[config.mk]
export PLATFORM = sky130hd
export DESIGN_NAME = cix_seq
export DESIGN_NICKNAME = d
export VERILOG_FILES = /design/src/rtl/cix_seq.sv
export SDC_FILE = /design/constraint.sdc
export NUM_CORES = 1
export LEC_CHECK = 0
export BUFFER_PORTS_ARGS = -buffer_cell sky130_fd_sc_hd__buf_2
export CORE_MARGIN = 2
export CORE_UTILIZATION = 35
export CTS_BUF_LIST = sky130_fd_sc_hd__clkbuf_4
export DETAILED_ROUTE_END_ITERATION = 8
export PLACE_DENSITY = 0.61
export SETUP_SLACK_MARGIN = 0.5
export SLEW_MARGIN = 20
export SYNTH_ARGS = -nofsm -noshare
export SYNTH_HDL_FRONTEND = slang
export SYNTH_SLANG_ARGS = --single-unit
[constraint.sdc]
create_clock -name clock -period 8 [get_ports clock]
set_input_delay 1.2 -clock clock [delete_from_list [all_inputs] [get_ports clock]]
set_output_delay 1.2 -clock clock [all_outputs]
set_load 0.005 [all_outputs]
[src/rtl/cix_seq.sv]
`default_nettype none
// +----------------------------------------------------------------------+
// | cix_seq : multi-cycle chunked leading/trailing/full bit counter      |
// | Revision: 1.0                                                        |
// +----------------------------------------------------------------------+

module cix #(
  parameter int ORDER = 3
) (
  input  logic [2**ORDER-1:0] in,
  input  logic                clz,
  input  logic                ctz,
  output logic [ORDER:0]      out,
  output logic                zero
);
  localparam int W = 2**ORDER;
  localparam logic [ORDER:0] c_one = 1;

  logic [ORDER:0] w_cnt;
  logic           w_found;

  // Leading/trailing stop at the first set bit; both-set counts every zero bit.
  always_comb begin
    w_cnt   = '0;
    w_found = 1'b0;
    for (int i = 0; i < W; i++) begin
      if (clz && !ctz) begin
        if (!w_found) begin
          if (in[W-1-i]) w_found = 1'b1;
          else           w_cnt   = w_cnt + c_one;
        end
      end else if (ctz && !clz) begin
        if (!w_found) begin
          if (in[i]) w_found = 1'b1;
          else       w_cnt   = w_cnt + c_one;
        end
      end else if (clz && ctz) begin
        if (!in[i]) w_cnt = w_cnt + c_one;
      end
    end
  end

  assign out  = w_cnt;
  assign zero = ~|in;
endmodule

module cix_seq #(
  parameter int ORDER       = 3,
  parameter int CHUNK_ORDER = 2
) (
  input  logic                                   clock,
  input  logic                                   reset,
  input  logic                                   in_valid,
  output logic                                   in_ready,
  input  logic                                   clz,
  input  logic                                   ctz,
  input  logic                                   inv,
  input  logic [2**(ORDER+CHUNK_ORDER)-1:0]      in,
  output logic                                   out_valid,
  input  logic                                   out_ready,
  output logic [ORDER+CHUNK_ORDER:0]             out,
  output logic                                   zero
);
  localparam int W = 2**ORDER;
  localparam int N = 2**(ORDER+CHUNK_ORDER);
  localparam int A = ORDER + CHUNK_ORDER + 1;
  localparam logic [CHUNK_ORDER-1:0] c_last_chunk = '1;
  localparam logic [CHUNK_ORDER-1:0] c_cnt_one    = 1;

  typedef enum logic [1:0] {
    ST_IDLE = 2'd0,
    ST_RUN  = 2'd1,
    ST_DONE = 2'd2
  } state_t;

  state_t                 r_state;
  state_t                 w_state_nx;
  logic                   r_clz;
  logic                   r_ctz;
  logic [N-1:0]           r_word;
  logic [A-1:0]           r_acc;
  logic [CHUNK_ORDER-1:0] r_cnt;
  logic                   r_zero;

  logic [CHUNK_ORDER-1:0] w_idx;
  logic [W-1:0]           w_chunk;
  logic [ORDER:0]         w_cix_out;
  logic                   w_cix_zero;
  logic                   w_stop;

  // Trailing-only walks up from chunk 0; everything else walks down from the top.
  assign w_idx   = (r_ctz && !r_clz) ? r_cnt : ~r_cnt;
  assign w_chunk = r_word[{w_idx, {ORDER{1'b0}}} +: W];

  cix #(.ORDER(ORDER)) u_cix (
    .in   (w_chunk),
    .clz  (r_clz),
    .ctz  (r_ctz),
    .out  (w_cix_out),
    .zero (w_cix_zero)
  );

  assign w_stop = ((r_clz ^ r_ctz) && !w_cix_zero) || (r_cnt == c_last_chunk);

  always_ff @(posedge clock) begin
    if (reset) r_state <= ST_IDLE;
    else       r_state <= w_state_nx;
  end

  always_comb begin
    w_state_nx = r_state;
    in_ready   = 1'b0;
    out_valid  = 1'b0;
    case (r_state)
      ST_IDLE: begin
        in_ready = 1'b1;
        if (in_valid) w_state_nx = ST_RUN;
      end
      ST_RUN: begin
        if (w_stop) w_state_nx = ST_DONE;
      end
      ST_DONE: begin
        out_valid = 1'b1;
        if (out_ready) w_state_nx = ST_IDLE;
      end
      default: w_state_nx = ST_IDLE;
    endcase
  end

  always_ff @(posedge clock) begin
    if (reset) begin
      r_clz  <= 1'b0;
      r_ctz  <= 1'b0;
      r_word <= '0;
      r_acc  <= '0;
      r_cnt  <= '0;
      r_zero <= 1'b0;
    end else begin
      case (r_state)
        ST_IDLE: begin
          if (in_valid) begin
            r_clz  <= clz;
            r_ctz  <= ctz;
            r_word <= in ^ {N{inv}};
            r_acc  <= '0;
            r_cnt  <= '0;
            r_zero <= 1'b1;
          end
        end
        ST_RUN: begin
          r_acc  <= r_acc + {{CHUNK_ORDER{1'b0}}, w_cix_out};
          r_zero <= r_zero & w_cix_zero;
          r_cnt  <= r_cnt + c_cnt_one;
        end
        default: ;
      endcase
    end
  end

  assign out  = r_acc;
  assign zero = r_zero;
endmodule

`default_nettype wire

==> results.toml <==
[run_status]
status = "completed"

[setup_path]
crit_top_cell = "ha_1"
start_kind = "flop"
cpPeakStageDelay_ns = 0.53
path_delay_family = "adder cells"
worstPathMaxFanout = 13
rrSetupSlack_ns = 1.11
crit_arrival_ns = 7.19
r2r_end = "out[5]"
crit_type = "flop to flop"
critical_path_required_ns = 8.30
rr_worst_depth = 30
worstReg2RegStart = "r_ctz"
slowest_stage = "ha_1"
worstSetupEndpointType = "flop"
crit_buf_inv = 4

[sta]
post-route-period-util_pct = 86.1
period_minus_slack_ns = 6.89
rsz0062_at_grt = "no"
skew_ns = 0.0141
setup_viol = 0
fin_tns_setup_ns = 0
slew_headroom_pct = 40.8
worst_pin_slew_ns = 0.888
hold_violations = 0
max_freq_mhz = 145
slew_viol_final = 0

[routing]
routed_wirelength_um = 9990
drc = 0
dr.pass1.iters = 4
drt_iter0_markers = 116
routedWlPerCell_um = 14.8
vias = 3696
vias_per_cell = 5.48
ant_nets = 0

[logic_synthesis]
synth_ff_type = "dfxtp_1"
synthArstFlopShare_pct = 0
yosys.area.top_type_share_pct = 22.2
yosysWarningCount = 0
synthesis.area_sq_um = 4060
ys_types = 85
synthCells = 504
syn_avg_cell_area_sq_um = 8.05
synth_seq_cells = 45
yosysTopAreaCell = "dfxtp_1"
yosysSeqAreaShare_pct = 22.2
synth_edf_count = 0
synthTopCellsByArea = "dfxtp_1 22%, xnor2_1 9.1%, nor2_1 6.7%, a211oi_1 5.9%, ha_1 4.9%"
syn_nets = 560

[power]
p_leak_uw = 0.00171
power.density_nw_per_um2 = 164
vdd_drop_max_v = 0.000108

[hold_path]
holdCritPathClass = "flop to flop"
min_to = "out[2]"
min_path_cells = 2
hold_start = "out[2]"

[floorplan]
dieArea_sq_um = 12500
boundaryPins = 48
rows = 39
core_area_sq_um = 11400
die_height_um = 112
die_w_um = 112
start_util_pct = 35.7

[final_layout]
final_core_util_pct = 38.9
nNetsFinal = 587
syn_to_final_growth_pct = 9.01
antenna_cells = 0
drive_gt1_share_pct = 21.6

[placed_design]
place.gp.congestion = 0.915
numPortBuffers = 47
hpwl_um = 7750

[cts]
clk_pin_slew_ns = 0.13
postCtsSetupRepairBufs = 0
clk_latency_ns = 0.36
clock-root-buffer = "clkbuf_4"
cts_max_level = 2
cts_buffer_depth = 2
cts_tree = "done"
clock_sinks = 45
cts_inserted_buffers = 5

[global_route]
overflow = 0
grt_pass1_vias = 3395
grt_usage_pct = 15.8
antenna_found_initial = 0
grt_pass1_wl_um = 16600
grt_max_degree = 65

[job]
maxCapViolCount = 0
[Yosys cell counts, types with 3 or more instances]
master	instances
inv_2	7
a21oi_1	19
clkbuf_1	21
nand2b_1	3
a21o_1	3
xor2_1	5
nand4_1	5
dfxtp_1	45
a31oi_1	5
o21bai_1	5
o21ai_1	8
o21ai_0	19
buf_6	4
a211oi_1	32
nor2_1	72
nor3_2	3
a221oi_2	3
nand2_1	33
buf_2	5
a32oi_1	4
mux2_2	3
and3_1	6
nor2b_1	18
nand3_1	14
o22ai_1	3
o21a_1	3
nor3_1	5
inv_1	14
xnor2_1	42
mux2i_1	5
ha_1	16
[how the worst max path moves through the flow]
| stage | from | endpoint | depth (start not counted) |
|---|---|---|---|
| global route | r_ctz | out[5] | 30 |
| CTS | r_ctz | out[5] | 31 |
| detailed placement | r_ctz | out[5] | 31 |
| finish | r_ctz | out[5] | 30 |
| global placement | r_clz | out[5] | 32 |
| floorplan | r_clz | out[5] | 33 |
[stage by stage]
stage / hold WS, ns / cells / area (sq um) / power, uW / setup slack [ns]
2_1_floorplan: 0.469 / 504 / 4060 / 543 / 1.82
3_3_place_gp: 0.478 / 667 / 4340 / 611 / 1.18
3_5_place_dp: 0.486 / 667 / 4340 / 618 / 0.871
4_1_cts: 0.509 / 675 / 4400 / 727 / 0.831
5_1_grt: 0.541 / 675 / 4420 / 783 / 0.532
6_report: 0.508 / 675 / 4420 / 723 / 1.11
[layer usage]
metal | vias to the layer above | track usage, % | wire (um)
met5 | - | 0 | 0
met4 | 0 | 5.60 | 188
met3 | 15 | 1.91 | 386
met2 | 94 | 26.9 | 4740
met1 | 1705 | 20.7 | 4670
li1 | 1882 | - | -
[state kept, by name (all words and copies together), names as in the netlist]
name	count
out	6
r_clz	1
r_cnt	2
r_ctz	1
r_state	2
r_word	32
zero	1
[kinds of logic after synthesis]
family	share of synthesized area, %
AND/OR/NAND/NOR	26.2
AO/OA/AOI/OAI	25.4
buffers and inverters	5.71
XOR/XNOR	11.2
flip-flops	22.2
adder cells (fa/ha/maj)	5.43
multiplexers	3.79
[repair_timing]
| action | in CTS | in global routing |
|---|---|---|
| hold buffers | 0 | 0 |
| resized for setup | 0 | 5 |
| setup endpoints to repair | 0 | 3 |
[power breakdown]
group / internal [uW] / switching (uW)
logic: 140 / 205
registers: 247 / 24.3
clock network: 33.2 / 73.2
[placed cells by master (no fill, tap or decap), types with 3 or more instances in the layout]
master	netlist	final
dfxtp_1	45	43
nor3_2	3	3
a221oi_2	3	3
ha_1	16	15
o22ai_1	3	3
a211oi_1	32	32
o21ai_0	19	19
and3_1	6	6
a31oi_1	5	5
buf_4	0	3
buf_2	5	47
a21oi_1	19	19
a21o_1	3	3
nor2_1	72	72
mux2i_1	5	5
o21ai_1	8	8
xnor2_1	42	42
xor2_1	5	5
nand2b_1	3	3
inv_2	7	7
nand4_1	5	5
mux2_2	3	3
nand3_1	14	14
nor3_1	5	5
a32oi_1	4	4
nor2b_1	18	17
o21bai_1	5	5
o21a_1	3	3
clkbuf_4	0	5
nand2_1	33	33
inv_1	14	14
[cell type report]
class	instances	area (sq um)
Clock buffer	5	37.5
Clock inverter	3	17.5
Fill cell	1184	6950
Inverter	22	86.3
Multi-Input combinational cell	407	2940
Sequential cell	45	903
Tap cell	143	179
Timing Repair Buffer	50	258
[worst register-to-register path: cells and delay by family (launching register included)]
kind / cells / cell delay, ns
AOI/OAI and AO/OA: 9 / 1.91
xor gates and xnor gates: 1 / 0.16
adders and majority gates: 7 / 2.32
buffers and inverters: 4 / 0.77
DFF: 1 / 0.38
muxes: 3 / 0.81
and+or+nand+nor: 6 / 0.49
No activity file was read; power rests on OpenSTA's default activity.
